`config.mk`:
```
export PLATFORM = sky130hd
export DESIGN_NAME = alu_control_mdu
export DESIGN_NICKNAME = d
export VERILOG_FILES = /design/src/rtl/alu_control_mdu.sv
export SDC_FILE = /design/constraint.sdc
export NUM_CORES = 1
export LEC_CHECK = 0
export ABC_AREA = 1
export CORE_MARGIN = 3
export CORE_UTILIZATION = 47
export CTS_BUF_LIST = sky130_fd_sc_hd__clkbuf_2 sky130_fd_sc_hd__clkbuf_4 sky130_fd_sc_hd__clkbuf_8
export DETAILED_ROUTE_END_ITERATION = 6
export PLACE_DENSITY_LB_ADDON = 0.05
export SKIP_CTS_REPAIR_TIMING = 1
export SLEW_MARGIN = 30
export SYNTH_ARGS = -nofsm -noshare
export SYNTH_HDL_FRONTEND = slang
export SYNTH_SLANG_ARGS = --single-unit
export TNS_END_PERCENT = 10
```
`constraint.sdc`:
```
create_clock -name clk -period 2.18 [get_ports clk]
set_input_delay 0.545 -clock clk [delete_from_list [all_inputs] [get_ports clk]]
set_output_delay 0.545 -clock clk [all_outputs]
set_load 0.05 [all_outputs]
```
`src/rtl/alu_control_mdu.sv`:
```
// rtl/alu_control_mdu.sv - registered ALU control decoder with mul/div occupancy FSM
module alu_control_mdu #(
  parameter int MUL_CYCLES = 4,
  parameter int DIV_CYCLES = 32,
  parameter int CNT_W      = 6
) (
  input  logic        clk,
  input  logic        reset,
  input  logic        in_valid,
  input  logic [3:0]  aluop,
  input  logic [31:0] instruction,
  input  logic        stall_in,
  output logic        stall_out,
  output logic        out_valid,
  output logic [3:0]  alu_ctrl,
  output logic [4:0]  shift,
  output logic        shift_var,
  output logic [1:0]  hilo_rd,
  output logic        md_start,
  output logic [1:0]  md_op,
  output logic        md_busy,
  output logic        md_done,
  output logic        illegal
);

  typedef enum logic [1:0] {S_IDLE, S_MUL, S_DIV} state_t;

  state_t             r_state, w_state_nxt;
  logic [CNT_W-1:0]   r_count, w_count_nxt;

  logic               r_out_valid, r_shift_var, r_md_start, r_illegal;
  logic [3:0]         r_alu_ctrl;
  logic [4:0]         r_shift;
  logic [1:0]         r_hilo_rd, r_md_op;

  logic [5:0]         w_funct;
  logic [4:0]         w_shamt;
  logic [3:0]         w_alu_ctrl;
  logic [4:0]         w_shift;
  logic               w_shift_var, w_md_start, w_illegal, w_md_class;
  logic [1:0]         w_hilo_rd, w_md_op;
  logic               w_busy, w_cnt_zero, w_accept;
  logic               w_unused;

  assign w_funct  = instruction[5:0];
  assign w_shamt  = instruction[10:6];
  assign w_unused = ^instruction[31:11];

  always_comb begin
    w_alu_ctrl  = 4'b1111;
    w_shift     = 5'd0;
    w_shift_var = 1'b0;
    w_hilo_rd   = 2'b00;
    w_md_start  = 1'b0;
    w_md_op     = 2'b00;
    w_illegal   = 1'b0;
    w_md_class  = 1'b0;
    case (aluop)
      4'b0000: w_alu_ctrl = 4'b0010;
      4'b0001: w_alu_ctrl = 4'b0110;
      4'b0011: w_alu_ctrl = 4'b0000;
      4'b0100: begin w_alu_ctrl = 4'b0011; w_shift = 5'd16; end
      4'b0101: w_alu_ctrl = 4'b0111;
      4'b0110: w_alu_ctrl = 4'b1000;
      4'b0111: w_alu_ctrl = 4'b0001;
      4'b1000: w_alu_ctrl = 4'b1001;
      4'b0010: begin
        case (w_funct)
          6'd0:  begin w_alu_ctrl = 4'b0011; w_shift = w_shamt; end
          6'd2:  begin w_alu_ctrl = 4'b0100; w_shift = w_shamt; end
          6'd3:  begin w_alu_ctrl = 4'b0101; w_shift = w_shamt; end
          6'd4:  begin w_alu_ctrl = 4'b0011; w_shift_var = 1'b1; end
          6'd6:  begin w_alu_ctrl = 4'b0100; w_shift_var = 1'b1; end
          6'd7:  begin w_alu_ctrl = 4'b0101; w_shift_var = 1'b1; end
          6'd32, 6'd33: w_alu_ctrl = 4'b0010;
          6'd34, 6'd35: w_alu_ctrl = 4'b0110;
          6'd36: w_alu_ctrl = 4'b0000;
          6'd37: w_alu_ctrl = 4'b0001;
          6'd38: w_alu_ctrl = 4'b1000;
          6'd39: w_alu_ctrl = 4'b1100;
          6'd42: w_alu_ctrl = 4'b0111;
          6'd43: w_alu_ctrl = 4'b1001;
          6'd16: begin w_hilo_rd = 2'b01; w_md_class = 1'b1; end
          6'd18: begin w_hilo_rd = 2'b10; w_md_class = 1'b1; end
          6'd24, 6'd25, 6'd26, 6'd27: begin
            w_md_start = 1'b1;
            w_md_op    = w_funct[1:0];
            w_md_class = 1'b1;
          end
          default: w_illegal = 1'b1;
        endcase
      end
      default: w_illegal = 1'b1;
    endcase
  end

  // MD-class instructions may enter on the final busy cycle so the unit reloads without a gap
  assign w_busy     = (r_state != S_IDLE);
  assign w_cnt_zero = (r_count == '0);
  assign stall_out  = in_valid & w_md_class & w_busy & ~w_cnt_zero;
  assign w_accept   = in_valid & ~stall_in & ~stall_out;

  always_comb begin
    w_state_nxt = r_state;
    w_count_nxt = r_count;
    if (w_busy && !w_cnt_zero) begin
      w_count_nxt = r_count - CNT_W'(1);
    end else begin
      w_state_nxt = S_IDLE;
      w_count_nxt = '0;
      if (w_accept && w_md_start) begin
        if (w_md_op[1]) begin
          w_state_nxt = S_DIV;
          w_count_nxt = CNT_W'(DIV_CYCLES - 1);
        end else begin
          w_state_nxt = S_MUL;
          w_count_nxt = CNT_W'(MUL_CYCLES - 1);
        end
      end
    end
  end

  always_ff @(posedge clk) begin
    if (reset) begin
      r_state <= S_IDLE;
      r_count <= '0;
    end else begin
      r_state <= w_state_nxt;
      r_count <= w_count_nxt;
    end
  end

  always_ff @(posedge clk) begin
    if (reset) begin
      r_out_valid <= 1'b0;
      r_alu_ctrl  <= 4'b0000;
      r_shift     <= 5'd0;
      r_shift_var <= 1'b0;
      r_hilo_rd   <= 2'b00;
      r_md_start  <= 1'b0;
      r_md_op     <= 2'b00;
      r_illegal   <= 1'b0;
    end else if (stall_in) begin
      r_md_start  <= 1'b0;
    end else if (w_accept) begin
      r_out_valid <= 1'b1;
      r_alu_ctrl  <= w_alu_ctrl;
      r_shift     <= w_shift;
      r_shift_var <= w_shift_var;
      r_hilo_rd   <= w_hilo_rd;
      r_md_start  <= w_md_start;
      r_md_op     <= w_md_op;
      r_illegal   <= w_illegal;
    end else begin
      r_out_valid <= 1'b0;
      r_alu_ctrl  <= 4'b0000;
      r_shift     <= 5'd0;
      r_shift_var <= 1'b0;
      r_hilo_rd   <= 2'b00;
      r_md_start  <= 1'b0;
      r_md_op     <= 2'b00;
      r_illegal   <= 1'b0;
    end
  end

  assign out_valid = r_out_valid;
  assign alu_ctrl  = r_alu_ctrl;
  assign shift     = r_shift;
  assign shift_var = r_shift_var;
  assign hilo_rd   = r_hilo_rd;
  assign md_start  = r_md_start;
  assign md_op     = r_md_op;
  assign illegal   = r_illegal;
  assign md_busy   = w_busy;
  assign md_done   = w_busy & w_cnt_zero;

endmodule

```
==> out/metrics.yaml, run 1 <==
die_area_um2: 3770
fmax_mhz: 485
cts_max_level: 1
port_buffers: 38
grt_max_degree: 14
p_leak_nw: 1.07
grt_pass1_vias: 1245
nets: 326
synth.largest_area_cell: "dfxtp_1"
worst_r2r_endpoint: "alu_ctrl[2]$_SDFFE_PP0N_"
tightest_slew_ns: 0.511
ys_async_sr_fraction: 0
cts-root-buf: "clkbuf_4"
antenna_found_initial: 0
crit_end: "stall_out"
cts_tree: "done"
cp-end-kind: "output pin"
hold_viol: 0
routed_wl_mm: 3.34
synth-edff-count: 0
io_pins: 60
wl_per_cell_um: 10.6
maxCapViolCount: 0
drcViolationCount: 0
vias_per_cell: 4.88
syn_area_um2: 1440
synth_flop_cell: "dfxtp_1"
die_h_um: 61.4
cts.sinks: 25
clock_skew_ns: 0.00251
synthCells: 219
crit_type: "in -> out"
via_count: 1532
p_per_area_nw_per_um2: 410
grt_pass1_wl_mm: 5.28
rows: 19
yosysTopAreaCellShare: 0.347
die_w_um: 61.4
area_growth_pct: 46.9
crit_arrival_ns: 1.52
insertion_delay_ns: 0.30
drt_iter0_markers: 40
syn_avg_cell_area_um2: 6.59
post-route-period-util: 0.946
status: "completed"
cp-start-kind: "input port"
timing.slew.headroom: 0.658
finalCriticalPeriod_ns: 2.06
antenna_cells: 0
grt_use_total: 0.182
start_util: 0.510
path_max_fanout: 2
timing.final.ws_setup_ns: 0.118
core-area_um2: 2830
netlist_top_cells_count: "nand2_1, nor2_1, dfxtp_1"
first_pass_iters: 4
yosys.cell_count.top_type: "nand2_1"
slew_viol_final: 0
cts_buffers: 3
required_ns: 1.63
drive_gt1_frac: 0.244
timing.rr.start: "r_count[0]$_SDFF_PP0_"
reg2reg_depth: 11
rrSetupSlack_ns: 0.64
ys_ff_latch: 25
dp_slack_ns: -0.121
clockBufferDepth: 2
clk_pin_slew_ns: 0.13
fillers: 227
setup_viol: 0
cp-startpoint: "instruction[0]"
min_path_type: "reg -> reg"
synth.distinct_cells: 26
dpl.hpwl_mm: 2.70
ant_nets: 0
yosysWarnings: 0
grt_setup_unrepaired: "false"
syn_nets: 261
finalPower_w: 0.000869
yosysSeqAreaShare: 0.347
synth_area_leaders: "dfxtp_1, nand2_1, nor2_1, inv_1, nand3_1"
grt_overflow: 0
vdd_ir_drop_max_mv: 0.262
gp_congestion: 0.871
## stage by stage
stage / TNS (ns) / util / instance area [um2] / hold slack [ns] / instances
after CTS: -0.122 / 0.732 / 2070 / 0.454 / 312
final: 0 / 0.749 / 2120 / 0.448 / 314
after floorplan: 0 / - / 1440 / 0.415 / 219
after global placement: -0.102 / 0.721 / 2040 / 0.427 / 308
after detailed placement: -0.121 / 0.721 / 2040 / 0.433 / 308
after global routing: 0 / 0.749 / 2120 / 0.478 / 314
## worst min-delay path by stage
stage,startpoint,endpoint,slack [ns],depth (start not counted)
2_1_floorplan,r_count[0]$_SDFF_PP0_,r_count[0]$_SDFF_PP0_,0.41,1
3_3_place_gp,r_count[0]$_SDFF_PP0_,r_count[0]$_SDFF_PP0_,0.43,1
3_5_place_dp,r_count[0]$_SDFF_PP0_,r_count[0]$_SDFF_PP0_,0.43,1
4_1_cts,r_count[0]$_SDFF_PP0_,r_count[0]$_SDFF_PP0_,0.45,1
5_1_grt,hilo_rd[1]$_SDFFE_PP0N_,hilo_rd[1]$_SDFFE_PP0N_,0.48,2
6_report,r_count[0]$_SDFF_PP0_,r_count[0]$_SDFF_PP0_,0.45,1
## cells by family after synthesis
kind of cell | Yosys count | synth area share
AOI/OAI and AO/OA | 24 | 0.0885
xor gates and xnor gates | 3 | 0.0182
adders and majority gates | 2 | 0.0173
DFF | 25 | 0.347
and+or+nand+nor | 133 | 0.445
buffers and inverters | 32 | 0.0841
## cell usage in the layout, fill, tap and decap left out, drive strengths merged
master         instances
clkdlybuf4s50         27
buf                   28
nor2                  40
dfxtp                 25
o21ai                 15
dlymetal6s2s           8
nand4                  5
nor3                   2
ha                     2
xnor2                  2
a21oi                  6
clkbuf                 4
xor2                   1
nand2                 66
nand3                 18
o211a                  1
o22ai                  2
or2                    2
inv                   29
## area by class of cell
type,instances,area [um2],share of cell area
Inverter,29,109,0.0514
Timing Repair Buffer,63,606,0.286
Tap cell,31,38.8,0.0183
Multi-Input combinational cell,162,836,0.394
Sequential cell,25,500,0.236
Clock buffer,4,30.0,0.0142
## power by group
| group | switching, W | internal [W] | total, W |
|---|---|---|---|
| Clock | 0.000130 | 0.0000837 | 0.000214 |
| Combinational | 0.000105 | 0.0000847 | 0.000190 |
| Sequential | 0.00000283 | 0.000463 | 0.000466 |
| Total | 0.000238 | 0.000631 | 0.000869 |
## critical path: stages
cell and delay, ns:
clkdlybuf4s50_1 0.43, inv_2 0.08, nand3_2 0.08, nand2_2 0.11, nand3_4 0.08, inv_2 0.07, buf_12 0.13
## sequential cells by signal (all words and copies together), names as in the netlist
signal     flops
md_start       1
r_state        2
hilo_rd        2
shift          5
md_op          2
illegal        1
alu_ctrl       4
shift_var      1
r_count        6
out_valid      1
## per-layer routing
metal | global-route usage | wire length, um | vias to the layer above
met1 | 0.261 | 1580 | 663
met2 | 0.290 | 1600 | 40
met3 | 0.0210 | 129 | 4
met4 | 0.0455 | 33 | 0
li1 | - | - | 825
met5 | 0 | 0 | -
(Power assumes the default switching activity.)
==> run 2: changes to the inputs <==
--- a/config.mk
+++ b/config.mk
@@ -6,8 +6,8 @@
 export NUM_CORES = 1
 export LEC_CHECK = 0
 export ABC_AREA = 1
-export CORE_MARGIN = 3
-export CORE_UTILIZATION = 47
+export CORE_MARGIN = 4
+export CORE_UTILIZATION = 44
 export CTS_BUF_LIST = sky130_fd_sc_hd__clkbuf_2 sky130_fd_sc_hd__clkbuf_4 sky130_fd_sc_hd__clkbuf_8
 export DETAILED_ROUTE_END_ITERATION = 6
 export PLACE_DENSITY_LB_ADDON = 0.05
==> constraint.sdc (replaced) <==
create_clock -name clk -period 2.09 [get_ports clk]
set_input_delay 0.5225 -clock clk [delete_from_list [all_inputs] [get_ports clk]]
set_output_delay 0.5225 -clock clk [all_outputs]
set_load 0.05 [all_outputs]
==> run 2 against run 1 <==
- count of clock-buffer cells in the layout shrank 1
- sequential share of layout area shrank 0.16 points
- clock skew is essentially flat
- largest cell class unchanged
- highest routed layer unchanged
- power grew 3.2%
- non-clock buffer count is the same
==> out/metrics.yaml, run 2 (synthesis results as in run 1) <==
cts-root-buf: "clkbuf_4"  # unchanged
via_count: 1507  # was 1532
instances_no_fill: 327  # was 314
grt_overflow: 0  # unchanged
cp-startpoint: "instruction[0]"  # unchanged
dpl.hpwl_mm: 2.80  # was 2.70 mm
vdd_ir_drop_max_mv: 0.227  # was 0.262 mV
cts_buffers: 3  # unchanged
dpl.cell_count: 323  # was 308
layout_common_cells: "nand2_1, nor2_1, clkdlybuf4s50_1, buf_4, dfxtp_1"  # unchanged
hold_viol: 0  # unchanged
hold_end: "r_count[0]$_SDFF_PP0_"  # unchanged
die_area_um2: 4260  # was 3770 um2
p_leak_nw: 1.07  # about the same
post-route-period-util: 0.967
crit_type: "in -> out"  # unchanged
cts_max_level: 1  # unchanged
path_max_fanout: 2  # unchanged
core-area_um2: 3100  # was 2830 um2
vias_per_cell: 4.61  # was 4.88
start_util: 0.465  # was 0.510
nets: 326  # unchanged
crit_arrival_ns: 1.50  # was 1.52 ns
drive_gt1_frac: 0.251  # was 0.244
timing.slew.headroom: 0.628  # was 0.658
first_pass_iters: 4  # unchanged
insertion_delay_ns: 0.31  # was 0.30 ns
clk_pin_slew_ns: 0.14  # was 0.13 ns
grt_pass1_vias: 1364  # was 1245
utilization: 0.690  # was 0.749
antenna_found_initial: 0  # unchanged
cp-end-kind: "output pin"  # unchanged
grt_pass1_wl_mm: 5.91  # was 5.28 mm
grt_max_degree: 15  # was 14
rows: 20  # was 19
finalCriticalPeriod_ns: 2.02
largest_register_ffs: 6  # unchanged
drcViolationCount: 0  # unchanged
required_ns: 1.57  # was 1.63 ns
wl_per_cell_um: 10.4  # was 10.6 um
p_per_area_nw_per_um2: 419  # was 410 nW/um2
holdPathStages: 1  # unchanged
grt_setup_unrepaired: "false"  # unchanged
rrSetupSlack_ns: 0.55  # was 0.64 ns
reg2reg_depth: 10  # was 11
mostFrequentLayoutCell: "nand2_1"  # unchanged
worstHoldStart: "r_count[0]$_SDFF_PP0_"  # unchanged
cts.sinks: 25  # unchanged
timing.rr.start: "r_count[0]$_SDFF_PP0_"  # unchanged
io_pins: 60  # unchanged
routed_wl_mm: 3.41  # was 3.34 mm
status: "completed"  # unchanged
min_path_type: "reg -> reg"  # unchanged
die_h_um: 65.3  # was 61.4 um
clockBufferDepth: 2  # unchanged
grt_use_total: 0.172  # was 0.182
drt_iter0_markers: 90  # was 40
maxCapViolCount: 0  # unchanged
worst_r2r_endpoint: "hilo_rd[0]$_SDFFE_PP0N_"  # was alu_ctrl[2]$_SDFFE_PP0N_
ant_nets: 0  # unchanged
top_register: "r_count"  # unchanged
area_growth_pct: 48.3  # was 46.9%
port_buffers: 38  # unchanged
die_w_um: 65.3  # was 61.4 um
tightest_slew_ns: 0.555  # was 0.511 ns
slew_viol_final: 0  # unchanged
gp_congestion: 0.834  # was 0.871
clock_skew_ns: 0.00266  # was 0.00251 ns
fmax_mhz: 495
antenna_cells: 0  # unchanged
setup_viol: 0  # unchanged
cp-start-kind: "input port"  # unchanged
cts_tree: "done"  # unchanged
[run 2: final cells by class]
type | count | area (um2)
sequential | 25 | 502
clock inverter | 1 | 5.00
multi-input combinational | 162 | 838
timing repair buffer | 63 | 606
fill | 308 | 963
inverter | 29 | 111
tap | 44 | 55.1
clock buffer | 3 | 22.5
[run 2: per-layer routing]
metal	global-route usage	part of all wire
met2	0.287	0.47
met5	0	0
met3	0.0205	0.046
met4	0.0518	0.0085
met1	0.232	0.47
[run 2: metrics by stage]
stage	hold slack (ns)	total power (W)	setup WS (ns)	TNS [ns]	cell area, um2
2_1_floorplan	0.415	0.000593	0.0929	0	1440
3_3_place_gp	0.426	0.000692	-0.160	-0.181	2070
3_5_place_dp	0.433	0.000693	-0.180	-0.191	2070
4_1_cts	0.452	0.000901	-0.181	-0.181	2100
5_1_grt	0.451	0.000934	0.0296	0	2140
6_report	0.439	0.000897	0.0692	0	2140
[run 2: report_power, final]
group          total, W  internal [W]  switching (W)
clock          0.000215     0.0000715       0.000143
combinational  0.000197     0.0000871       0.000109
sequential     0.000486      0.000483     0.00000297
[run 2: critical path: stages]
cell and delay [ns]:
clkdlybuf4s50_1 0.43, inv_2 0.07, nand3_2 0.08, nand2_2 0.11, nand3_4 0.09, inv_4 0.07
buf_12 0.12
[run 2: worst max-delay path by stage]
| stage | to | slack [ns] | cells past startpoint |
|---|---|---|---|
| 2_1_floorplan | md_done | 0.09 | 3 |
| 3_3_place_gp | stall_out | -0.16 | 8 |
| 3_5_place_dp | stall_out | -0.18 | 8 |
| 4_1_cts | stall_out | -0.18 | 8 |
| 5_1_grt | stall_out | 0.03 | 7 |
| 6_report | stall_out | 0.07 | 7 |
